==> src/rtl/oai22_pkg.sv <==
// Shared definitions for the registered 2-2 complex-gate pipeline.
// Function select encoding and the per-bit gate function.
package oai22_pkg;

    typedef enum logic [1:0] {
        MODE_OAI22 = 2'b00,
        MODE_AOI22 = 2'b01,
        MODE_OA22  = 2'b10,
        MODE_AO22  = 2'b11
    } mode_e;

    // Single-bit gate; callers apply it across any operand width bit by bit.
    function automatic logic cplx22_f(
        input logic  a,
        input logic  b,
        input logic  c,
        input logic  d,
        input mode_e mode
    );
        logic or_and;
        logic and_or;
        logic r;
        or_and = (a | b) & (c | d);
        and_or = (a & b) | (c & d);
        case (mode)
            MODE_OAI22: r = ~or_and;
            MODE_AOI22: r = ~and_or;
            MODE_OA22:  r = or_and;
            default:    r = and_or;
        endcase
        return r;
    endfunction

endpackage

==> src/rtl/oai22_pipe_stage.sv <==
// One pipeline slot: valid bit plus W-bit result, loaded whenever ld is high.
// Data loads regardless of incoming valid; holds both when ld is low.
module oai22_pipe_stage #(
    parameter int W = 8
) (
    input  logic         clk,
    input  logic         rst,
    input  logic         ld,
    input  logic         vld_in,
    input  logic [W-1:0] dat_in,
    output logic         vld,
    output logic [W-1:0] dat
);

    logic         vld_d, vld_q;
    logic [W-1:0] dat_d, dat_q;

    always_comb begin
        vld_d = vld_q;
        dat_d = dat_q;
        if (ld) begin
            vld_d = vld_in;
            dat_d = dat_in;
        end
    end

    always_ff @(posedge clk or posedge rst) begin
        if (rst) begin
            vld_q <= 1'b0;
            dat_q <= '0;
        end else begin
            vld_q <= vld_d;
            dat_q <= dat_d;
        end
    end

    assign vld = vld_q;
    assign dat = dat_q;

endmodule

==> src/rtl/oai22_pipe.sv <==
// Selectable OAI22/AOI22/OA22/AO22 applied bitwise, carried through a STAGES-deep
// valid/ready pipeline with collapsing bubbles and a wrapping delivered-result counter.
module oai22_pipe
    import oai22_pkg::*;
#(
    parameter int W      = 8,
    parameter int STAGES = 2,
    parameter int CNT_W  = 16
) (
    input  logic             CLK,
    input  logic             RST,
    input  logic [W-1:0]     A,
    input  logic [W-1:0]     B,
    input  logic [W-1:0]     C,
    input  logic [W-1:0]     D,
    input  logic [1:0]       MODE,
    input  logic             IN_VALID,
    output logic             IN_READY,
    output logic [W-1:0]     Y,
    output logic             OUT_VALID,
    input  logic             OUT_READY,
    output logic [CNT_W-1:0] OUT_CNT
);

    logic [W-1:0]             f_dat;
    logic [STAGES-1:0]        v;
    logic [STAGES-1:0]        rdy;
    logic [STAGES-1:0][W-1:0] dat;
    logic [CNT_W-1:0]         cnt_d, cnt_q;

    always_comb begin
        f_dat = '0;
        for (int b = 0; b < W; b++) begin
            f_dat[b] = cplx22_f(A[b], B[b], C[b], D[b], mode_e'(MODE));
        end
    end

    // Flattened ready chain: stage i can load unless it and every stage after
    // it are occupied while the consumer stalls.
    always_comb begin
        logic tail_full;
        rdy = '0;
        for (int i = 0; i < STAGES; i++) begin
            tail_full = 1'b1;
            for (int j = i; j < STAGES; j++) begin
                tail_full = tail_full & v[j];
            end
            rdy[i] = ~tail_full | OUT_READY;
        end
    end

    genvar gi;
    generate
        for (gi = 0; gi < STAGES; gi++) begin : g_stage
            if (gi == 0) begin : g_head
                oai22_pipe_stage #(.W(W)) u_stage (
                    .clk    (CLK),
                    .rst    (RST),
                    .ld     (rdy[gi]),
                    .vld_in (IN_VALID),
                    .dat_in (f_dat),
                    .vld    (v[gi]),
                    .dat    (dat[gi])
                );
            end else begin : g_body
                oai22_pipe_stage #(.W(W)) u_stage (
                    .clk    (CLK),
                    .rst    (RST),
                    .ld     (rdy[gi]),
                    .vld_in (v[gi-1]),
                    .dat_in (dat[gi-1]),
                    .vld    (v[gi]),
                    .dat    (dat[gi])
                );
            end
        end
    endgenerate

    always_comb begin
        cnt_d = cnt_q;
        if (OUT_VALID && OUT_READY) begin
            cnt_d = cnt_q + CNT_W'(1);
        end
    end

    always_ff @(posedge CLK or posedge RST) begin
        if (RST) begin
            cnt_q <= '0;
        end else begin
            cnt_q <= cnt_d;
        end
    end

    assign IN_READY  = rdy[0];
    assign OUT_VALID = v[STAGES-1];
    assign Y         = dat[STAGES-1];
    assign OUT_CNT   = cnt_q;

endmodule

==> config.mk <==
export PLATFORM = sky130hd
export DESIGN_NAME = oai22_pipe
export DESIGN_NICKNAME = d
export VERILOG_FILES = /design/src/rtl/oai22_pkg.sv /design/src/rtl/oai22_pipe_stage.sv /design/src/rtl/oai22_pipe.sv
export SDC_FILE = /design/constraint.sdc
export NUM_CORES = 1
export LEC_CHECK = 0
export ABC_AREA = 0
export CORE_ASPECT_RATIO = 0.7
export CORE_UTILIZATION = 44
export DETAILED_ROUTE_END_ITERATION = 16
export PLACE_DENSITY = 0.76
export SYNTH_ARGS = -nofsm -noshare
export SYNTH_HDL_FRONTEND = slang
export SYNTH_HIERARCHICAL = 1
export SYNTH_SLANG_ARGS = --single-unit
==> constraint.sdc <==
create_clock -name CLK -period 1.6 [get_ports CLK]
set_input_delay 0.24 -clock CLK [delete_from_list [all_inputs] [get_ports CLK]]
set_output_delay 0.24 -clock CLK [all_outputs]
set_load 0.005 [all_outputs]
==> out/metrics.sh <==
PROPORTION_OF_SYNTHESIZED_FLIP_FLOPS_HAVING_ASYNCHRONOUS_SET_OR_RESET_PCT=100.0
ROWS=18
HPWLAFTERDP_UM=3277
REPORT.FINAL.SLEW_VIOL_COUNT=0
DETAIL_ROUTE.ITER0.VIOLATIONS=49
FINAL_CRITICAL_PATH_SETUP_SLACK_NS=0.07140
SYNTHXORXNORAREAFRAC_PCT=11.41
CTS_MAX_PATH_BUFFERS=2
POWER_PER_CELL_AREA_nW_PER_UM2=998.6
TIMING.CRITICAL_PATH.ARRIVAL_NS=1.29
INITIAL_UTILIZATION_PCT=48.09
TRITONCTS_CLOCK_TREE='done'
GRT_MAX_DEGREE=17
COUNT_OF_SYNTHESIS_STAGE_WARNINGS_FROM_YOSYS=6
AVERAGE_ROUTED_WIRE_PER_STANDARD_CELL_UM=15.39
DIE_X_UM=77.71
CTS_MADE_BUFFERS=5
DIE_FOOTPRINT_UM2=4274
SYNTH-COMPOUND-AREA-SHARE_PCT=9.072
CP-START-KIND='flip-flop'
NUM_IO_PINS=64
PLACE_WORST_SETUP_SLACK_NS=-0.2451
FIN_CRIT_SH_PCT=95.54
DR_TOTAL_VIAS=1377
NUMBER_OF_ANTENNA_VIOLATIONS_AT_THE_FIRST_CHECK_IN_GLOBAL_ROUTING=0
TIMING.SETUP.TNS_NS=0
DRTPASS1ITERATIONS=4
ANTENNA_CELLS=0
GRT_SETUP_UNREPAIRED='false'
SYNTH_TOP_AREA_CELL='sky130_fd_sc_hd__dfrtp_1'
NFILLCELLS=261
CTS_NUM_SINKS=34
TIMING.FINAL.CRIT_PERIOD_NS=1.529
SYNTH-SIMPLE-AREA-SHARE_PCT=11.69
CRITICAL_PATH.MAX_FANOUT=5
YOSYS_MOST_USED_DFF='sky130_fd_sc_hd__dfrtp_1'
SYNTH_LARGEST_TYPE_AREA_FRACTION_PCT=48.19
YOSYS_REGISTER_BITS=34
POST_SYNTH_NUM_CELL_TYPES=27
WORST_CASE_HEADROOM_TO_THE_MAX_SLEW_LIMIT_PCT=66.45
SORT_OF_ELEMENT_AT_THE_END_OF_THE_CRITICAL_PATH='primary output'
MAXCAPVIOLATIONS=0
FINAL_LAYOUT_SIZE_SUFFIX_GT1_SHARE_PCT=19.46
IO_BUFFERS=63
SEQ_AREA_FRAC_SYNTH_PCT=48.19
ANTENNA_LEFT=0
GRT_REMAINING_OVERFLOW=0
FINALNETCOUNT=260
DRT_WL_TOTAL_UM=4172
SYNTH_AREA_PER_CELL_UM2=12.18
POST-PLACE-CELLS=261
TIMING.FINAL.HOLD_VIOLATIONS=0
POST_DRT_VIA_CELL_RATIO=5.081
CLK_PIN_SLEW_NS=0.06
ROUTABILITYCONGESTION=0.7463
OUTCOME='finished, final reports clean'
GRT_USE_TOTAL_PCT=21.23
FINAL_CORE_UTILIZATION_PCT=71.34
CTS.HOLD.BUFFERS_ADDED=0
MULTIPLEXER_SHARE_OF_THE_SYNTHESIZED_AREA_PCT=15.95
WORST_EP_REQUIRED_TIME_NS=1.36
AREA.GROWTH.SYNTH_TO_FINAL_PCT=48.33
SYNTH_ADDER_AREA_SHARE_PCT=0.7087
WORST_HOLD_PATH_TYPE='input pin to asynchronous set/reset pin'
TOTAL_POWER_W=0.002615
STATIC-LEAKAGE-POWER_nW=1.180
FIN_SKEW_NS=0.003408
TIMING.FINAL.SETUP_VIOLATIONS=0
MAX_FCLK_GHz=0.6542
CHIPHEIGHT_UM=55.00
GRT_PASS1_VIAS=1432
HTREE_NUM_LEVELS=2
YS_TOP_CELLS_BY_AREA='sky130_fd_sc_hd__dfrtp_1 (48%), sky130_fd_sc_hd__mux2_4 (15%), sky130_fd_sc_hd__xnor2_1 (7.4%), sky130_fd_sc_hd__a22o_1 (4.0%), sky130_fd_sc_hd__xor2_1 (4.0%)'
R2R_SETUP_SLACK_NS=0.12
SYNTH_EDF_COUNT=0
PEAKVDDDROP_V=0.0008790
CLK-INSERTION-DELAY-LATE_NS=0.28
FIN_CELLS=271
CORE_UM2=3671
MAPPEDNETLISTNETS=184
CRITICAL_PATH_CLASS='flip-flop to primary output'
DOMINANT_COMBINATIONAL_CELL_FAMILY_BY_AREA_AFTER_SYNTHESIS='multiplexers'
SYNTHCELLS=145
MAPPEDNETLISTAREA_UM2=1765
DRC_ERRORS=0
LEAST_MARGIN_PIN_SLEW_NS=0.5017
CTS-ROOT-BUF='sky130_fd_sc_hd__clkbuf_8'
GRT_FIRST_PASS_WIRELENGTH_UM=6603
[metal layers]
layer  GRT usage (%)  wire (µm)
met3           5.082        124
met1           22.68       1794
met5               0          0
met2           41.15       2178
met4           10.69         75
[critical path: stages (launching register included)]
cell and delay [ns]:
sky130_fd_sc_hd__dfrtp_2 0.44, sky130_fd_sc_hd__buf_4 0.14, sky130_fd_sc_hd__clkdlybuf4s50_1 0.43
[cell families (layout without fill, tap and decap cells)]
family          Yosys count  in the layout
fa+ha+maj                 1              1
flops                    34             34
xor+xnor                 23             23
simple gates             36             36
mux                      19             19
compound gates           24             24
buf+inv                   8             84
[worst paths after layout]
check / startpoint / end / depth (start not counted)
max: g_stage[1].g_body.u_stage/vld / OUT_VALID / 2
min: RST / g_stage[0].g_head.u_stage/dat[1] / 2
max reg2reg: OUT_CNT[6] / OUT_CNT[13] / 5
min reg2reg: OUT_CNT[14] / OUT_CNT[14] / 1
max in group asynchronous: RST / g_stage[1].g_body.u_stage/vld / 2
min in group CLK: OUT_CNT[14] / OUT_CNT[14] / 1
[where the power goes]
group          leakage [nW]  switching, W  internal, W  total [W]
Combinational         0.720      0.000273     0.000583   0.000856
Sequential            0.422      0.000156      0.00103    0.00119
Clock                0.0383      0.000273     0.000299   0.000571
[repair_timing]
| action | CTS | global route |
|---|---|---|
| setup buffers | 3 | 0 |
| gates resized for setup | 2 | 5 |
| gates cloned | 0 | 0 |
| endpoints found under the setup margin | 3 | 7 |
[placed cells by master (no fill, tap or decap), drive strengths merged, types with 2 or more instances in the layout]
cell	count
xnor2	15
buf	11
clkbuf	7
clkdlybuf4s50	61
o22ai	8
xor2	8
nand3	4
mux2	19
nand4	4
dfrtp	34
nor3	4
nand2	13
o21ai	8
inv	3
and2	2
a22o	8
nor2	2
[final cells by class]
type                            count  area [µm²]  area share, %
Multi-Input combinational cell    103       875.8          33.44
Sequential cell                    34       853.3          32.58
Timing Repair Buffer               74       739.5          28.24
Clock buffer                        7       76.32          2.914
Tap cell                           50       62.56          2.389
Inverter                            3       11.26         0.4300
[cells in the mapped netlist (all sizes together) (3+ instances only)]
| master | count |
|---|---|
| nand3 | 4 |
| nor3 | 4 |
| o22ai | 8 |
| xnor2 | 15 |
| dfrtp | 34 |
| o21ai | 8 |
| a22o | 8 |
| inv | 3 |
| nand2 | 13 |
| mux2 | 19 |
| buf | 3 |
| nand4 | 4 |
| xor2 | 8 |
[metrics by stage]
step	instance area, µm²	hold WS [ns]
after global routing	2619	0.3156
final	2619	0.2855
after CTS	2601	0.2967
after floorplan	1765	0.06792
after detailed placement	2502	0.4694
after global placement	2502	0.4665
[registers in the layout, indices dropped and copies added (netlist names)]
register and cells:
g_stage.g_head.u_stage/dat 8, g_stage.g_head.u_stage/vld 1, g_stage.g_body.u_stage/dat 8, g_stage.g_body.u_stage/vld 1, OUT_CNT 16
Note: power is estimated with default switching activity, not from simulation.
